[config.mk]
export PLATFORM = sky130hd
export DESIGN_NAME = cpu_pipe_ctrl
export DESIGN_NICKNAME = d
export VERILOG_FILES = /design/src/rtl/cpu_pipe_ctrl.sv
export SDC_FILE = /design/constraint.sdc
export NUM_CORES = 1
export LEC_CHECK = 0
export CORE_UTILIZATION = 46
export DETAILED_ROUTE_END_ITERATION = 8
export GPL_TIMING_DRIVEN = 0
export PLACE_DENSITY = 0.83
export SLEW_MARGIN = 20
export SYNTH_ARGS = -nofsm -noshare
export SYNTH_HDL_FRONTEND = slang
export SYNTH_SLANG_ARGS = --single-unit
[constraint.sdc]
create_clock -name clk -period 4.5 [get_ports clk]
set_input_delay 0.45 -clock clk [delete_from_list [all_inputs] [get_ports clk]]
set_output_delay 0.45 -clock clk [all_outputs]
set_load 0.05 [all_outputs]
[src/rtl/cpu_pipe_ctrl.sv]
// Pipelined ID-stage control: decodes into a registered EX bundle, detects load-use
// hazards, selects the next PC and sequences prioritised interrupts and exceptions.
module cpu_pipe_ctrl #(
  parameter int unsigned NUM_IRQ   = 4,
  parameter bit          HAZARD_EN = 1'b1
) (
  input  logic               clk,
  input  logic               reset,
  input  logic               id_valid,
  input  logic [5:0]         opcode,
  input  logic [5:0]         funct,
  input  logic [4:0]         id_rs,
  input  logic [4:0]         id_rt,
  input  logic               ex_memrd,
  input  logic [4:0]         ex_rt,
  input  logic               ex_br_taken,
  input  logic               pc_kernel,
  input  logic [NUM_IRQ-1:0] irq,
  input  logic [NUM_IRQ-1:0] irq_mask,
  output logic               stall,
  output logic               flush_if,
  output logic [2:0]         pcsrc,
  output logic [NUM_IRQ-1:0] irq_ack,
  output logic [1:0]         exc_cause,
  output logic               ex_regwr,
  output logic               ex_memwr,
  output logic               ex_memrd_o,
  output logic               ex_alusrc1,
  output logic               ex_alusrc2,
  output logic               ex_sign,
  output logic               ex_extop,
  output logic               ex_luop,
  output logic [1:0]         ex_regdst,
  output logic [1:0]         ex_memtoreg,
  output logic [5:0]         ex_alufun
);

  localparam int unsigned IDX_W = (NUM_IRQ > 1) ? $clog2(NUM_IRQ) : 1;

  localparam logic [5:0] ALU_ADD = 6'b000000, ALU_SUB = 6'b000001, ALU_AND = 6'b011000;
  localparam logic [5:0] ALU_OR  = 6'b011110, ALU_XOR = 6'b010110, ALU_NOR = 6'b010001;
  localparam logic [5:0] ALU_SLL = 6'b100000, ALU_SRL = 6'b100001, ALU_SRA = 6'b100011;
  localparam logic [5:0] ALU_EQ  = 6'b110011, ALU_NEQ = 6'b110001, ALU_LT  = 6'b110101;
  localparam logic [5:0] ALU_LEZ = 6'b111101, ALU_GTZ = 6'b111111, ALU_LTZ = 6'b111011;

  typedef struct packed {
    logic       regwr;
    logic       memwr;
    logic       memrd;
    logic       alusrc1;
    logic       alusrc2;
    logic       sign;
    logic       extop;
    logic       luop;
    logic [1:0] regdst;
    logic [1:0] memtoreg;
    logic [5:0] alufun;
  } ctrl_t;

  typedef enum logic [1:0] {IDLE, ARM, TAKE} state_t;

  state_t           state_q, state_d;
  logic [IDX_W-1:0] idx_q, idx_d, pend_idx;
  ctrl_t            ctrl_q, ctrl_d, dec;
  logic [1:0]       cause_q, cause_d;
  logic             dec_ok, is_j, is_jr;
  logic             hazard_c, exc_c, take_c, jump_c;
  logic [NUM_IRQ-1:0] pend;

  // Instruction decode; unknown encodings clear dec_ok and yield an all-zero bundle
  always_comb begin
    dec       = '0;
    dec.sign  = 1'b1;
    dec.extop = 1'b1;
    dec_ok    = 1'b1;
    is_j      = 1'b0;
    is_jr     = 1'b0;
    case (opcode)
      6'h00: begin
        case (funct)
          6'h20: begin dec.regwr = 1'b1; dec.alufun = ALU_ADD; end
          6'h21: begin dec.regwr = 1'b1; dec.alufun = ALU_ADD; dec.sign = 1'b0; end
          6'h22: begin dec.regwr = 1'b1; dec.alufun = ALU_SUB; end
          6'h23: begin dec.regwr = 1'b1; dec.alufun = ALU_SUB; dec.sign = 1'b0; end
          6'h24: begin dec.regwr = 1'b1; dec.alufun = ALU_AND; end
          6'h25: begin dec.regwr = 1'b1; dec.alufun = ALU_OR;  end
          6'h26: begin dec.regwr = 1'b1; dec.alufun = ALU_XOR; end
          6'h27: begin dec.regwr = 1'b1; dec.alufun = ALU_NOR; end
          6'h2A: begin dec.regwr = 1'b1; dec.alufun = ALU_LT;  end
          6'h00: begin dec.regwr = 1'b1; dec.alufun = ALU_SLL; dec.alusrc1 = 1'b1; end
          6'h02: begin dec.regwr = 1'b1; dec.alufun = ALU_SRL; dec.alusrc1 = 1'b1; end
          6'h03: begin dec.regwr = 1'b1; dec.alufun = ALU_SRA; end
          6'h08: is_jr = 1'b1;
          6'h09: begin
            is_jr = 1'b1; dec.regwr = 1'b1; dec.regdst = 2'b10; dec.memtoreg = 2'b10;
          end
          default: dec_ok = 1'b0;
        endcase
      end
      6'h23: begin
        dec.regwr = 1'b1; dec.regdst = 2'b01; dec.memrd = 1'b1;
        dec.memtoreg = 2'b01; dec.alusrc2 = 1'b1;
      end
      6'h2B: begin dec.memwr = 1'b1; dec.alusrc2 = 1'b1; end
      6'h0F: begin dec.regwr = 1'b1; dec.regdst = 2'b01; dec.alusrc2 = 1'b1; dec.luop = 1'b1; end
      6'h08: begin dec.regwr = 1'b1; dec.regdst = 2'b01; dec.alusrc2 = 1'b1; end
      6'h09: begin dec.regwr = 1'b1; dec.regdst = 2'b01; dec.alusrc2 = 1'b1; dec.sign = 1'b0; end
      6'h0C: begin
        dec.regwr = 1'b1; dec.regdst = 2'b01; dec.alusrc2 = 1'b1;
        dec.alufun = ALU_AND; dec.extop = 1'b0;
      end
      6'h0A: begin dec.regwr = 1'b1; dec.regdst = 2'b01; dec.alusrc2 = 1'b1; dec.alufun = ALU_LT; end
      6'h0B: begin
        dec.regwr = 1'b1; dec.regdst = 2'b01; dec.alusrc2 = 1'b1;
        dec.alufun = ALU_LT; dec.sign = 1'b0;
      end
      6'h04: dec.alufun = ALU_EQ;
      6'h05: dec.alufun = ALU_NEQ;
      6'h06: dec.alufun = ALU_LEZ;
      6'h07: dec.alufun = ALU_GTZ;
      6'h01: dec.alufun = ALU_LTZ;
      6'h02: is_j = 1'b1;
      6'h03: begin is_j = 1'b1; dec.regwr = 1'b1; dec.regdst = 2'b10; dec.memtoreg = 2'b10; end
      default: dec_ok = 1'b0;
    endcase
    if (!dec_ok) dec = '0;
  end

  // Lowest-index unmasked request wins
  always_comb begin
    pend     = irq & ~irq_mask;
    pend_idx = '0;
    for (int i = int'(NUM_IRQ) - 1; i >= 0; i--) begin
      if (pend[i]) pend_idx = IDX_W'(i);
    end
  end

  // Hazard, trap, redirect and next-state logic
  always_comb begin
    hazard_c = HAZARD_EN && ex_memrd && id_valid && (ex_rt != 5'd0) &&
               ((ex_rt == id_rs) || (ex_rt == id_rt));
    exc_c    = id_valid && !dec_ok && !pc_kernel && !hazard_c && !ex_br_taken;
    take_c   = (state_q == TAKE) && !ex_br_taken && !exc_c;
    jump_c   = id_valid && (is_j || is_jr) && !hazard_c && !ex_br_taken && !take_c;

    stall    = hazard_c && !reset;
    flush_if = !reset && (ex_br_taken || exc_c || take_c || jump_c);
    irq_ack  = (!reset && take_c) ? (NUM_IRQ'(1) << idx_q) : '0;
    if (reset)            pcsrc = 3'b000;
    else if (ex_br_taken) pcsrc = 3'b001;
    else if (exc_c)       pcsrc = 3'b101;
    else if (take_c)      pcsrc = 3'b100;
    else if (jump_c)      pcsrc = is_jr ? 3'b011 : 3'b010;
    else                  pcsrc = 3'b000;

    ctrl_d = '0;
    if (exc_c || take_c) begin
      ctrl_d.regwr    = 1'b1;
      ctrl_d.regdst   = 2'b11;
      ctrl_d.memtoreg = 2'b10;
    end else if (id_valid && !hazard_c && !ex_br_taken) begin
      ctrl_d = dec;
    end

    cause_d = cause_q;
    if (exc_c)       cause_d = 2'd1;
    else if (take_c) cause_d = 2'd2;

    state_d = state_q;
    idx_d   = idx_q;
    case (state_q)
      IDLE: if ((|pend) && !pc_kernel) begin state_d = ARM; idx_d = pend_idx; end
      ARM:  if (id_valid && !hazard_c && !ex_br_taken && !exc_c) state_d = TAKE;
      TAKE: state_d = take_c ? IDLE : ARM;
      default: state_d = IDLE;
    endcase
  end

  always_ff @(posedge clk) begin
    if (reset) begin
      state_q <= IDLE;
      idx_q   <= '0;
      ctrl_q  <= '0;
      cause_q <= 2'd0;
    end else begin
      state_q <= state_d;
      idx_q   <= idx_d;
      ctrl_q  <= ctrl_d;
      cause_q <= cause_d;
    end
  end

  assign exc_cause   = cause_q;
  assign ex_regwr    = ctrl_q.regwr;
  assign ex_memwr    = ctrl_q.memwr;
  assign ex_memrd_o  = ctrl_q.memrd;
  assign ex_alusrc1  = ctrl_q.alusrc1;
  assign ex_alusrc2  = ctrl_q.alusrc2;
  assign ex_sign     = ctrl_q.sign;
  assign ex_extop    = ctrl_q.extop;
  assign ex_luop     = ctrl_q.luop;
  assign ex_regdst   = ctrl_q.regdst;
  assign ex_memtoreg = ctrl_q.memtoreg;
  assign ex_alufun   = ctrl_q.alufun;

endmodule

; After elaboration in Yosys (flattened, before gate mapping)
; Cells that the tools add are included.
; Widths: inputs -> output; s select.
[op_classes]
n_mux = 42
eq_ne = 34
bitwise_logic = 5
reduce_logical = 57
n_shift = 1
[op_table]
columns = op, n
row1 = $eq 6x6->1 const B, 11
row2 = $pmux 6 s9, 1
row3 = $eq 6x4->1 const B, 8
row4 = $pmux 6 s8, 1
row5 = $mux 18, 2
row6 = $eq 6x2->1 const B, 4
row7 = $eq 6x3->1 const B, 4
row8 = $logic_and 1x1->1, 20
row9 = $mux 1, 18
row10 = $pmux 2 s3, 3
row11 = $reduce_or 2->1, 8
row12 = $reduce_or 8->1, 2
row13 = $reduce_or 15->1, 1
row14 = $mux 2, 7
row15 = $reduce_or 14->1, 1
row16 = $reduce_or 13->1, 1
row17 = $logic_not 6->1, 2
row18 = $mux 3, 4
row19 = $mux 4, 3
row20 = $eq 5x5->1, 2
row21 = $reduce_or 4->1, 2
row22 = $logic_not 1->1, 7
row23 = $reduce_or 7->1, 1
row24 = $eq 6x1->1 const B, 1
row25 = 14 further kinds, 25
[word_totals]
wordCells = 155
regBits = 24
input_bits = 41
out_inout_bits = 29

; Longest topological paths before layout
; Gate-level depths: netlist (run 1).
[depth]
word_depth = 18
ltp_mapped = 8
ltp_nobuf = 6

; Worst setup path before layout (run 1)
; OpenSTA, ideal clock, no wires.
[synth_timing]
path_kind = input to output
start = input opcode[2]
end = output irq_ack[1]
n_path_buf = 1
required_ns = 4.050
cell_stages = 7
arrival_time_ns = 3.455
path_slack_ns = 0.595
path_cell_list = buf_6 -> or4_4 -> nor4_4 -> o221a_2 -> nand2b_2 -> nor3_1 -> nor4b_1
[synth_via]
elab_chain_len = 12
word_cells_on_any_way = 27
cone_classes = eq/ne: 15 / mux: 2 / reduce/logical: 10
[synth_rtl]
columns = element, line
row1 = from (decl), 10  ; input logic [5:0] opcode,
row2 = $eq 6x2->1 (tied with other cells), 78  ; case (opcode)
row3 = $reduce_or 15->1 (no source line), n/a
row4 = $pmux 1 s2 (*), 78
row5 = $logic_not 1->1 (*), 142  ; exc_c = id_valid && !dec_ok && !pc_kernel && !hazard_c && !ex_br_taken;
row6 = $logic_and 1x1->1 (*) (4 in a row), 142
row7 = $logic_not 1->1 (*), 143  ; take_c = (state_q == TAKE) && !ex_br_taken && !exc_c;
row8 = $logic_and 1x1->1 (*), 143
row9 = $logic_and 1x1->1 (*), 148  ; irq_ack = (!reset && take_c) ? (NUM_IRQ'(1) << idx_q) : '0;
row10 = $mux 4 (*), 148
row11 = to (decl), 23  ; output logic [NUM_IRQ-1:0] irq_ack,
; Mark *: on every way between the ends. The rest lies on a longest branch, timed or not.

; Worst setup path in the final report (run 1)
[layout_timing]
start = input opcode[3]
end = output irq_ack[1]
; Same word-level chain as after synthesis.

==> flow_summary_export.csv, run 1 <==
group,metric,value,unit
power,p_per_area,202,mW/mm²
floorplan,dieArea,0.00375,mm²
floorplan,num_rows,21,
yosys,yosys.area.top_type_share,0.298,
global_route,grt_pass1_vias,1595,
route,drt_iter0_drc,130,
setup_path,cp_cell_sequence,"clkdlybuf4s50_1 > or4_4 > nor4_4 > o221a_2 > nand2b_2 > nor3_1 > nor4b_1 > clkdlybuf4s50_1",
final_layout,fillers,290,
sta,setup_viol,0,
setup_path,critPathLaunchType,"input pin",
yosys,ys_warn_count,0,
sta,hold_violations,0,
floorplan,die_w,61.2,µm
floorplan,chipHeight,61.2,µm
global_route,track_usage,0.236,
setup_path,ff2ff_path_depth,4,
setup_path,endpoint_kind,"output port",
route,drt-total-wl,4250,µm
clocking,clock_path_buffers,2,
final_layout,final_util,0.706,
sta,tightest_slew,0.641,ns
clocking,insertion_delay,0.31,ns
global_route,grt_max_degree,14,
status,status,"finished, final reports clean",
setup_path,critPathArrivalTime,3.75,ns
clocking,cts_inserted_buffers,3,
power,p_total,477,µW
flow_run,drv_cap,0,
setup_path,cp_num_buf_inv,2,
setup_path,critPathTopFamily,"simple AND/OR/NAND/NOR gates",
route,remaining_drc_errors,0,
route,final_antenna_net_count,0,
placement,dp_hpwl,3310,µm
yosys,synth_edf_count,0,
worst_hold_path,hp-start,"opcode[2]",
clocking,post-cts-setup-buffers,0,
clocking,numClockSinks,24,
global_route,overflow,0,
placement,place_congestion,0.852,
sta,min_period,4.20,ns
clocking,cts_resized,0,
final_layout,fin_nets,322,
setup_path,cp_data_required_time,4.05,ns
yosys,yosys.cell_types.count,49,
final_layout,multi_input_area,0.00104,mm²
yosys,ys_ff_latch,24,
yosys,syn-instance-count,211,
power,leakage,0.788,nW
final_layout,area_growth,46.2,%
worst_hold_path,hold_path_class,"input pin to flop",
clocking,cts.hold.buffers_added,0,
yosys,yosysTopAreaCell,"dfxtp_1",
yosys,syn_area,0.00161,mm²
sta,fmax,238,MHz
route,drt_pass1_iterations,5,
yosys,syn_nets,252,
floorplan,initial_core_util,0.483,
setup_path,critPathLaunch,"opcode[3]",
route,via_per_inst,5.67,
power,ir_drop,0.000105,V
final_layout,register_area,480,µm²
yosys,synth.area.top_cells,"dfxtp_1 (30%), a21oi_1 (7.4%), xor2_1 (6.0%)",
route,wl_per_cell,13.0,µm
clocking,cts_tree,"done",
final_layout,diodes,0,
clocking,clockRootBuffer,"clkbuf_4",
floorplan,core-area,0.00334,mm²
sta,relSlewSlack,0.570,
setup_path,cpMostUsedCell,"clkdlybuf4s50_1",
sta,rsz0062_at_grt,"false",
placement,placed_area,0.00232,mm²
placement,numPortBuffers,65,
setup_path,max_stage_delay,0.87,ns
setup_path,rrSetupSlack,3.13,ns
clocking,clkTransAtPathRegs,0.13,ns
final_layout,postLayoutCellArea,0.00236,mm²
clocking,h-tree-depth,1,
yosys,yosysSeqAreaShare,0.298,
sta,finClkSkew,0.00102,ns
floorplan,io_pins,70,
worst_hold_path,hold_end,"ex_alusrc1",
yosys,synth.avg_cell_area,7.64,µm²
sta,setup_tns,0,ns
worst_hold_path,hold_depth,4,
setup_path,r2r-start,"state_q[0]",
setup_path,crit_fanout,8,
setup_path,cp_slowest_cell,"clkdlybuf4s50_1",
setup_path,r2r-end,"ex_alufun[3]",
yosys,synthFlopType,"dfxtp_1",
yosys,synthArstFlopShare,0,
route,vias,1848,
sta,finalCritPeriodShare,0.932,
global_route,antenna_found_initial,0,
global_route,grt_pass1_wl,6780,µm
placement,post-place-ws,0.331,ns
sta,setup_slack,0.305,ns
sta,maxSlewViolCount,0,
setup_path,worstSetupPathType,"input pin to output port",
final_layout,layout-drive-gt1-share,0.0536,
-- worst reg2reg max path, delay by kind of cell (launching register included) --
| kind | cells | cell delay (ns) |
|---|---|---|
| buffers and inverters | 1 | 0.19 |
| flip-flops | 1 | 0.42 |
| AND/OR/NAND/NOR | 3 | 0.67 |
-- through the flow --
stage	hold slack, ns	cells
floorplan	0.446	211
global placement	0.470	322
detailed placement	0.473	322
CTS	0.474	326
global route	0.484	326
finish	0.483	326
-- placed cells by master (no fill, tap or decap), types with 2 or more instances in the layout --
cell / Yosys / layout
o22ai_1: 6 / 6
clkdlybuf4s50_1: 0 / 65
o21ai_0: 9 / 9
nor4_1: 7 / 7
nor2_1: 20 / 20
clkbuf_1: 10 / 10
nor4_2: 2 / 2
a31oi_1: 4 / 4
or4_1: 2 / 2
nand3_1: 9 / 9
a21oi_1: 24 / 24
o211ai_1: 2 / 2
xor2_1: 11 / 11
nand2_1: 13 / 13
nor4b_1: 3 / 3
clkbuf_4: 0 / 3
buf_6: 2 / 2
nor3_1: 9 / 9
nor2b_1: 4 / 4
o2bb2ai_1: 2 / 2
a211oi_1: 3 / 3
nand2b_1: 11 / 11
dfxtp_1: 24 / 24
inv_1: 5 / 5
and2_1: 2 / 2
o21a_1: 2 / 2
-- logic make-up after synthesis --
| group | synth area share |
|---|---|
| compound gates | 0.243 |
| xor+xnor | 0.0652 |
| buf+inv | 0.0543 |
| flops | 0.298 |
| simple gates | 0.340 |
-- power by group --
part | switching, mW | internal (mW) | total (mW) | leakage (nW)
Combinational | 0.0790 | 0.0656 | 0.145 | 0.573
Clock | 0.0627 | 0.0494 | 0.112 | 0.0210
Sequential | 0.00319 | 0.217 | 0.220 | 0.194
-- layout make-up --
cell class / instances / area share
Multi-Input combinational cell: 168 / 0.443
Clock buffer: 4 / 0.0154
Inverter: 5 / 0.00796
Tap cell: 46 / 0.0244
Buffer: 14 / 0.0292
Timing Repair Buffer: 65 / 0.276
Sequential cell: 24 / 0.204
-- worst max path at each step --
stage / end / slack [ns] / cells after the start
after CTS: irq_ack[1] / 0.32 / 8
after detailed placement: irq_ack[1] / 0.33 / 8
after global placement: pcsrc[2] / 0.43 / 9
after floorplan: irq_ack[1] / 0.59 / 7
after global routing: pcsrc[2] / 0.13 / 9
final: irq_ack[1] / 0.30 / 8
-- registers in the layout (all words and copies together), names as in the netlist, 2 cells and up --
register / cells
ex_alufun: 6
exc_cause: 2
state_q: 2
ex_regdst: 2
idx_q: 2
ex_memtoreg: 2
-- routing by layer --
metal  vias up  wire length [µm]  global-route usage
met5         -                 0                   0
met4         0                50              0.0714
met3         6               310              0.0483
met2        83              2080               0.384
met1       831              1810               0.314
li1        928                 -                   -
-- synth_stat cells (2+ instances only) --
cell type / instances
a211oi_1: 3
a21oi_1: 24
a31oi_1: 4
and2_1: 2
buf_6: 2
clkbuf_1: 10
dfxtp_1: 24
inv_1: 5
nand2_1: 13
nand2b_1: 11
nand3_1: 9
nor2_1: 20
nor2b_1: 4
nor3_1: 9
nor4_1: 7
nor4_2: 2
nor4b_1: 3
o211ai_1: 2
o21a_1: 2
o21ai_0: 9
o22ai_1: 6
o2bb2ai_1: 2
or4_1: 2
xor2_1: 11
Power figures use the tool's default switching activity.
==> run 2, diff against run 1 <==
--- a/config.mk
+++ b/config.mk
@@ -6,9 +6,10 @@
 export NUM_CORES = 1
 export LEC_CHECK = 0
 export CORE_UTILIZATION = 46
+export CTS_CLUSTER_SIZE = 25
 export DETAILED_ROUTE_END_ITERATION = 8
 export GPL_TIMING_DRIVEN = 0
-export PLACE_DENSITY = 0.83
+export PLACE_DENSITY = 0.86
 export SLEW_MARGIN = 20
 export SYNTH_ARGS = -nofsm -noshare
 export SYNTH_HDL_FRONTEND = slang
==> flow_summary_export.csv, run 2 (synthesis results as in run 1) <==
group,metric,value,unit
final_layout,postLayoutCellArea,0.00237,mm²
worst_hold_path,hp-start,"opcode[2]",
sta,finClkSkew,0.00311,ns
route,final_antenna_net_count,0,
clocking,post-cts-setup-buffers,0,
floorplan,dieArea,0.00375,mm²
route,wl_per_cell,13.1,µm
clocking,clock_path_buffers,2,
route,via_per_inst,5.71,
final_layout,layout-drive-gt1-share,0.0536,
route,drt-total-wl,4260,µm
placement,numPortBuffers,65,
sta,finalCritPeriodShare,0.913,
global_route,grt_pass1_wl,6620,µm
power,combPwrFrac,0.278,
clocking,cts_tree,"done",
placement,post-place-ws,0.418,ns
sta,setup_tns,0,ns
power,p_int,372,µW
clocking,insertion_delay,0.31,ns
global_route,overflow,0,
route,drt_iter0_drc,92,
global_route,grt_pass1_vias,1527,
sta,min_period,4.11,ns
final_layout,layout_common_cells,"clkdlybuf4s50_1 (65), a21oi_1 (24), dfxtp_1 (24), nor2_1 (20), nand2_1 (13)",
sta,fmax,243,MHz
route,remaining_drc_errors,0,
clocking,clkTransAtPathRegs,0.14,ns
power,pwr-share-seq,0.422,
clocking,h-tree-depth,1,
sta,setup_slack,0.390,ns
clocking,numClockSinks,24,
power,sw_frac_of_total,0.286,
sta,hold_violations,0,
floorplan,num_rows,21,
sta,setup_viol,0,
setup_path,critPathArrivalTime,3.66,ns
setup_path,ff2ff_path_depth,4,
floorplan,io_pins,70,
worst_hold_path,hold_path_class,"input pin to flop",
setup_path,cp_data_required_time,4.05,ns
status,status,"finished, final reports clean",
power,power.switching,149,µW
route,drt_pass1_iterations,7,
clocking,clockRootBuffer,"clkbuf_4",
final_layout,area_growth,47.2,%
setup_path,critPathLaunch,"opcode[0]",
floorplan,initial_core_util,0.483,
placement,dp_hpwl,3300,µm
placement,place_congestion,0.860,
sta,timing.hold.ws,0.476,ns
route,vias,1863,
final_layout,fin_nets,322,
placement,placed_area,0.00232,mm²
global_route,antenna_found_initial,0,
floorplan,core-area,0.00334,mm²
setup_path,crit_fanout,10,
sta,tightest_slew,0.648,ns
clocking,cts_resized,0,
worst_hold_path,hold_depth,4,
sta,rsz0062_at_grt,"false",
final_layout,final_common_cell,"clkdlybuf4s50_1",
setup_path,worstSetupPathType,"input pin to output port",
setup_path,r2r-start,"state_q[0]",
flow_run,drv_cap,0,
global_route,grt_max_degree,15,
clocking,cts_inserted_buffers,3,
final_layout,largest_reg_flops,6,
setup_path,cp_slowest_cell,"clkdlybuf4s50_1",
clocking,cts.hold.buffers_added,0,
power,leakage,0.795,nW
setup_path,cp_cell_sequence,"clkdlybuf4s50_1 > buf_2 > nor2b_1 > nor2_1 > o211ai_1 > nor3b_1 > a21oi_1 > nor2_1 > clkdlybuf4s50_1",
power,clkPwrFrac,0.300,
power,p_per_area,220,mW/mm²
sta,relSlewSlack,0.567,
global_route,track_usage,0.229,
floorplan,chipHeight,61.2,µm
final_layout,diodes,0,
sta,maxSlewViolCount,0,
setup_path,endpoint_kind,"output port",
setup_path,critPathLaunchType,"input pin",
setup_path,max_stage_delay,0.82,ns
power,ir_drop,0.000134,V
floorplan,die_w,61.2,µm
[run 2: changes by cell type in the layout (fill, tap and decap cells not counted)]
cell and change:
bufinv_16 +1, clkbuf_8 -1
[run 2: final timing paths]
path                            slack, ns           end
worst max-delay path                 0.39      pcsrc[2]
worst min-delay path                 0.48    ex_alusrc1
worst max register to register       3.16  ex_alufun[3]
worst min register to register       0.50  exc_cause[0]
[run 2: stage by stage]
step,util,std cells,power [mW]
finish,0.711,326,0.521
global route,0.711,326,0.545
CTS,0.711,326,0.520
detailed placement,0.696,322,0.367
global placement,0.696,322,0.365
floorplan,-,211,0.307
[run 2: critical path, delay by kind of cell]
| family | cells | cell delay (ns) |
|---|---|---|
| buffers and inverters | 3 | 1.59 |
| and+or+nand+nor | 4 | 1.09 |
| AOI/OAI and AO/OA | 2 | 0.52 |
[run 2: layer usage]
layer	track usage	part of all wire	vias up
met1	0.318	0.43	838
met2	0.380	0.50	97
li1	-	-	922
met5	0	0	-
met4	0.0519	0.011	0
met3	0.0252	0.060	6
[run 2: final cells by class]
type | instances | area [µm²]
fillers | 292 | 963
inverters | 5 | 18.8
well taps | 46 | 57.6
clock buffers | 3 | 22.5
multi-input cells | 168 | 1040
plain buffers | 14 | 68.8
flip-flops and latches | 24 | 480
clock inverters | 1 | 30.0
repair buffers | 65 | 651
[run 2: power groups by stage]
stage / Combinational (mW) / Sequential [mW] / Clock, mW
after floorplan: 0.0754 / 0.232 / 0
after global placement: 0.141 / 0.224 / 0
after detailed placement: 0.143 / 0.224 / 0
after CTS: 0.144 / 0.220 / 0.156
after global routing: 0.157 / 0.221 / 0.167
final: 0.145 / 0.220 / 0.156
==> RTL edit 1 (settings of run 2) <==
Reset style: asynchronous (`reset`), changed in one clocked block.
--- a/src/rtl/cpu_pipe_ctrl.sv
+++ b/src/rtl/cpu_pipe_ctrl.sv
@@ -176,7 +176,7 @@
     endcase
   end
 
-  always_ff @(posedge clk) begin
+  always_ff @(posedge clk or posedge reset) begin
     if (reset) begin
       state_q <= IDLE;
       idx_q   <= '0;
Function: differs if reset is asserted again (counterexample within 4 cycles, from zero or initial values and one cycle with reset high); with reset held inactive, the same outputs for 10 cycles.
==> RTL edit 1 against run 2 <==
Register-to-register slack got worse by 0.21 ns. Setup slack improved by 0.074 ns. Combinational power rose by 67%. Cell area grew 9.6%. Routed wire length is 5.8% higher. Final cell count grew 4.6%. Power rose by 32%. Global-route usage up 1.1 points. Synthesized area up 12%. Clock power increased by 20%. Sequential cell count unchanged.
==> RTL edit 1: results (changes against run 2) <==
### Run status
* completed — outcome, unchanged

### Layout
* 341 — non-filler cells, final, was 326
* 0.0717 — share of cells above drive strength 1, was 0.0536
* 296 — fill count, was 292
* 0.231 — proportion of cell area occupied by registers, was 0.202

### Worst setup path
* 8 — highest net fanout along the worst path, was 10
* 3.59 ns — arrival time reported for the critical path endpoint, was 3.66 ns

### Route
* 117 — initial detailed-routing violation count, was 92
* 5.60 — average vias per placed instance, was 5.71
* 1810 um — WL met1, was 1840 um
* 4510 um — post-detailed-routing wire length, was 4260 um
* 4 — Initial DRT Pass Iterations, was 7

### Power and ir drop
* 1.06 nW — leakage power of the design, was 0.795 nW

### Worst hold path
* register to register — Hold WC Path Type, was input pin to register

### Clocking
* clkbuf_8 — cell at the root of the clock tree, was clkbuf_4
* 0.27 ns — clock insertion delay at the later pin of the skew report, was 0.31 ns

### Global routing
* 0.0458 — met3 capacity usage during global routing, was 0.0252
* 0.427 — met2 Resource Use GR, was 0.380
* 0.276 — GR met1 Demand/Resource, was 0.318
* 27 — largest net degree at the start of global routing, was 15
* 0.240 — Tot GR Track Use, was 0.229
* 1856 — via count of the first global-routing pass, was 1527

### Synthesis
* dfrtp_1, a21oi_1, xor2_1 — ranking of synthesized cells by area, was dfxtp_1, a21oi_1, xor2_1
* 264 — Post-Syn Nets, was 252
* 57 — distinct cell type count after synthesis, was 49
* 0.332 — share of synthesized area occupied by flip-flops and latches, was 0.298
* 1.00 — Async S/R FF share, synth, was 0

### Placement
* 337 — cell count after placement, was 322
* 3530 um — detailed placer's ending HPWL, was 3300 um

### STA
* 0.00171 ns — clk_skew, was 0.00311 ns
* 0.904 ns — actual transition at the worst max-transition pin, was 0.648 ns

## RTL edit 1: cell count changes after synthesis, moves of 3 or more
cell / before / now
a21o_1: 1 / 5
a21oi_1: 24 / 21
dfrtp_1: 0 / 24
dfxtp_1: 24 / 0
inv_1: 5 / 12
nand2_1: 13 / 16
nor2b_1: 4 / 1
nor3_1: 9 / 15
nor4_1: 7 / 4
o21ai_0: 9 / 16
o21bai_1: 0 / 3
o22ai_1: 6 / 1
## RTL edit 1: logic make-up (layout without fill, tap and decap cells)
family,after synthesis,count (layout),share of synthesized area
AND/OR/NAND/NOR,89,89,0.283
AO/OA/AOI/OAI,71,71,0.261
buffers and inverters,25,95,0.0567
flip-flops,24,24,0.332
XOR/XNOR,13,13,0.0629
multiplexers,1,1,0.00553
## RTL edit 1: path summary, 6_finish.rpt
| check | startpoint | endpoint | slack (ns) | cells after the start |
|---|---|---|---|---|
| max | opcode[4] | irq_ack[2] | 0.46 | 8 |
| min | exc_cause[0] | exc_cause[0] | 0.50 | 1 |
| max reg2reg | state_q[1] | idx_q[0] | 2.95 | 4 |
| min reg2reg | exc_cause[0] | exc_cause[0] | 0.50 | 1 |
| max in group asynchronous | reset | ex_alufun[4] | 3.11 | 2 |
| min in group asynchronous | reset | state_q[1] | 0.84 | 2 |
## RTL edit 1: critical path: cells and delay by family
kind | cells | cell delay [ns]
and+or+nand+nor | 5 | 1.38
AOI/OAI and AO/OA | 1 | 0.34
buffers and inverters | 2 | 1.40
## RTL edit 1: power breakdown
part	leakage, nW	switching [mW]	internal (mW)
logic	0.700	0.142	0.101
clock network	0.0357	0.0679	0.119
registers	0.322	0.0189	0.240
## RTL edit 1: through the flow
step	area (sq um)	setup slack, ns
finish	2600	0.464
CTS	2600	0.469
global placement	2530	0.505
global route	2600	0.319
floorplan	1810	0.682
detailed placement	2530	0.493
==> RTL edit 2 (settings of run 2) <==
Made on the original files. The parameter `HAZARD_EN` goes from 1'b1 to 1'b0.
--- a/src/rtl/cpu_pipe_ctrl.sv
+++ b/src/rtl/cpu_pipe_ctrl.sv
@@ -2,7 +2,7 @@
 // hazards, selects the next PC and sequences prioritised interrupts and exceptions.
 module cpu_pipe_ctrl #(
   parameter int unsigned NUM_IRQ   = 4,
-  parameter bit          HAZARD_EN = 1'b1
+  parameter bit          HAZARD_EN = 1'b0
 ) (
   input  logic               clk,
   input  logic               reset,
Check against the original RTL: not equivalent (Yosys sat finds a counterexample within 4 cycles, from zero or initial values and one cycle with reset high).
==> RTL edit 2 against run 2 <==
Cell area shrank 13%. Register-to-register slack lost 0.20 ns. Maximum frequency grew 11%. Synthesized area shrank 6.9%. Synthesized cell count shrank 5.7%. Setup slack gained 0.40 ns. Sequential cell count shrank 1. Largest power group unchanged. Power shrank 18%. Highest routed layer unchanged. Combinational power shrank 18%. Largest cell class unchanged. Routed wire length shrank 12%.
==> RTL edit 2: results (changes against run 2) <==
### STA
* 0.00430 ns — clk_skew, was 0.00311 ns
* 0.658 — headroom to the max-slew limit, was 0.567
* 0.384 ns — WHS, was 0.476 ns
* 0.825 — final critical-path share of the clock period, was 0.913

### Power and ir drop
* 0.119 mV — VDD IR max, was 0.134 mV
* 0.293 mW — Internal Power, was 0.372 mW
* 0.740 nW — leakage power of the design, was 0.795 nW

### Synthesis
* 0.307 — share of synthesized area occupied by flip-flops and latches, was 0.298
* dfxtp_1, nand2_1 — list of most frequent post-synthesis cells, was a21oi_1, dfxtp_1, nor2_1, nand2_1
* 240 — Post-Syn Nets, was 252
* 46 — distinct cell type count after synthesis, was 49
* 199 — gate count of the mapped netlist, was 211
* dfxtp_1, nand2b_1, nand2_1 — ranking of synthesized cells by area, was dfxtp_1, a21oi_1, xor2_1

### Layout
* 293 — NumNets Final, was 322
* 0.0677 — share of cells above drive strength 1, was 0.0536
* 295 — non-filler cells, final, was 326

### Route
* 5.43 — average vias per placed instance, was 5.71
* 44 — initial detailed-routing violation count, was 92
* 12.8 um — final routed wire length divided by cell count, was 13.1 um
* 4 — Initial DRT Pass Iterations, was 7

### Global routing
* 0.228 — Tot GR Track Use, was 0.229
* 6010 um — first-pass GRT wire length, was 6620 um
* 1361 — via count of the first global-routing pass, was 1527
* 13 — largest net degree at the start of global routing, was 15

### Worst setup path
* 2.96 ns — Worst R2R Setup Slack, was 3.16 ns
* 3.26 ns — arrival time reported for the critical path endpoint, was 3.66 ns
* 0.88 ns — longest individual stage delay on the worst path, was 0.82 ns

### Clocking
* 0.12 ns — clock-pin slew reported for the worst setup and hold paths after clock tree synthesis, was 0.14 ns
* 0 — Gates resized, CTS repair, unchanged

### Placement
* 2890 um — detailed placer's ending HPWL, was 3300 um
* 0.834 ns — Setup Slack @ Placement, was 0.418 ns
* 2040 sq um — Placed Area, was 2320 sq um
* 48 — IO buf count, was 65
* 0.856 — final weighted congestion in routability-driven placement, was 0.860
* 291 — cell count after placement, was 322

### Run status
* completed — outcome, unchanged

==> RTL edit 2: changes by cell type in the layout (fill, tap and decap cells not counted), sizes merged, moves of 5 or more <==
cell / run 2 / this run
clkdlybuf4s50: 65 / 48
a21oi: 24 / 14
xor2: 11 / 2
nor4: 10 / 2
nand2: 13 / 19
nor2: 20 / 14
buf: 4 / 9
o22ai: 6 / 1
or3: 0 / 5
==> RTL edit 2: cell type report <==
cell class	instances	area, sq um
Clock buffer	4	26.3
Sequential cell	23	460
Multi-Input combinational cell	153	923
Tap cell	44	55.1
Buffer	15	87.6
Fill cell	273	1010
Inverter	8	30.0
Timing Repair Buffer	48	480
==> RTL edit 2: path summary, 6_finish.rpt <==
path	startpoint	endpoint	depth (start not counted)
max	opcode[3]	irq_ack[3]	8
min	opcode[5]	ex_memwr	3
max reg2reg	state_q[1]	ex_alusrc2	5
min reg2reg	exc_cause[0]	exc_cause[0]	2
==> RTL edit 2: power by group through the flow <==
stage / Sequential (mW) / Combinational (mW) / Clock (mW)
after global routing: 0.212 / 0.129 / 0.110
after floorplan: 0.223 / 0.0681 / 0
after global placement: 0.215 / 0.116 / 0
after detailed placement: 0.216 / 0.117 / 0
after CTS: 0.211 / 0.118 / 0.0993
final: 0.211 / 0.119 / 0.0957
==> RTL edit 2: routing by layer <==
metal	wire (um)	global-route usage	up-vias
met3	225	0.0371	7
met5	0	0	-
met1	1750	0.294	715
met2	1730	0.381	64
li1	-	-	815
met4	57	0.0850	0
==> RTL edit 2: cell families after synthesis <==
kind of cell    after synthesis  synth area share
xor+xnor                      3            0.0175
simple gates                 90             0.338
compound gates               59             0.258
buf+inv                      23            0.0783
other cells                   1           0.00250
flops                        23             0.307
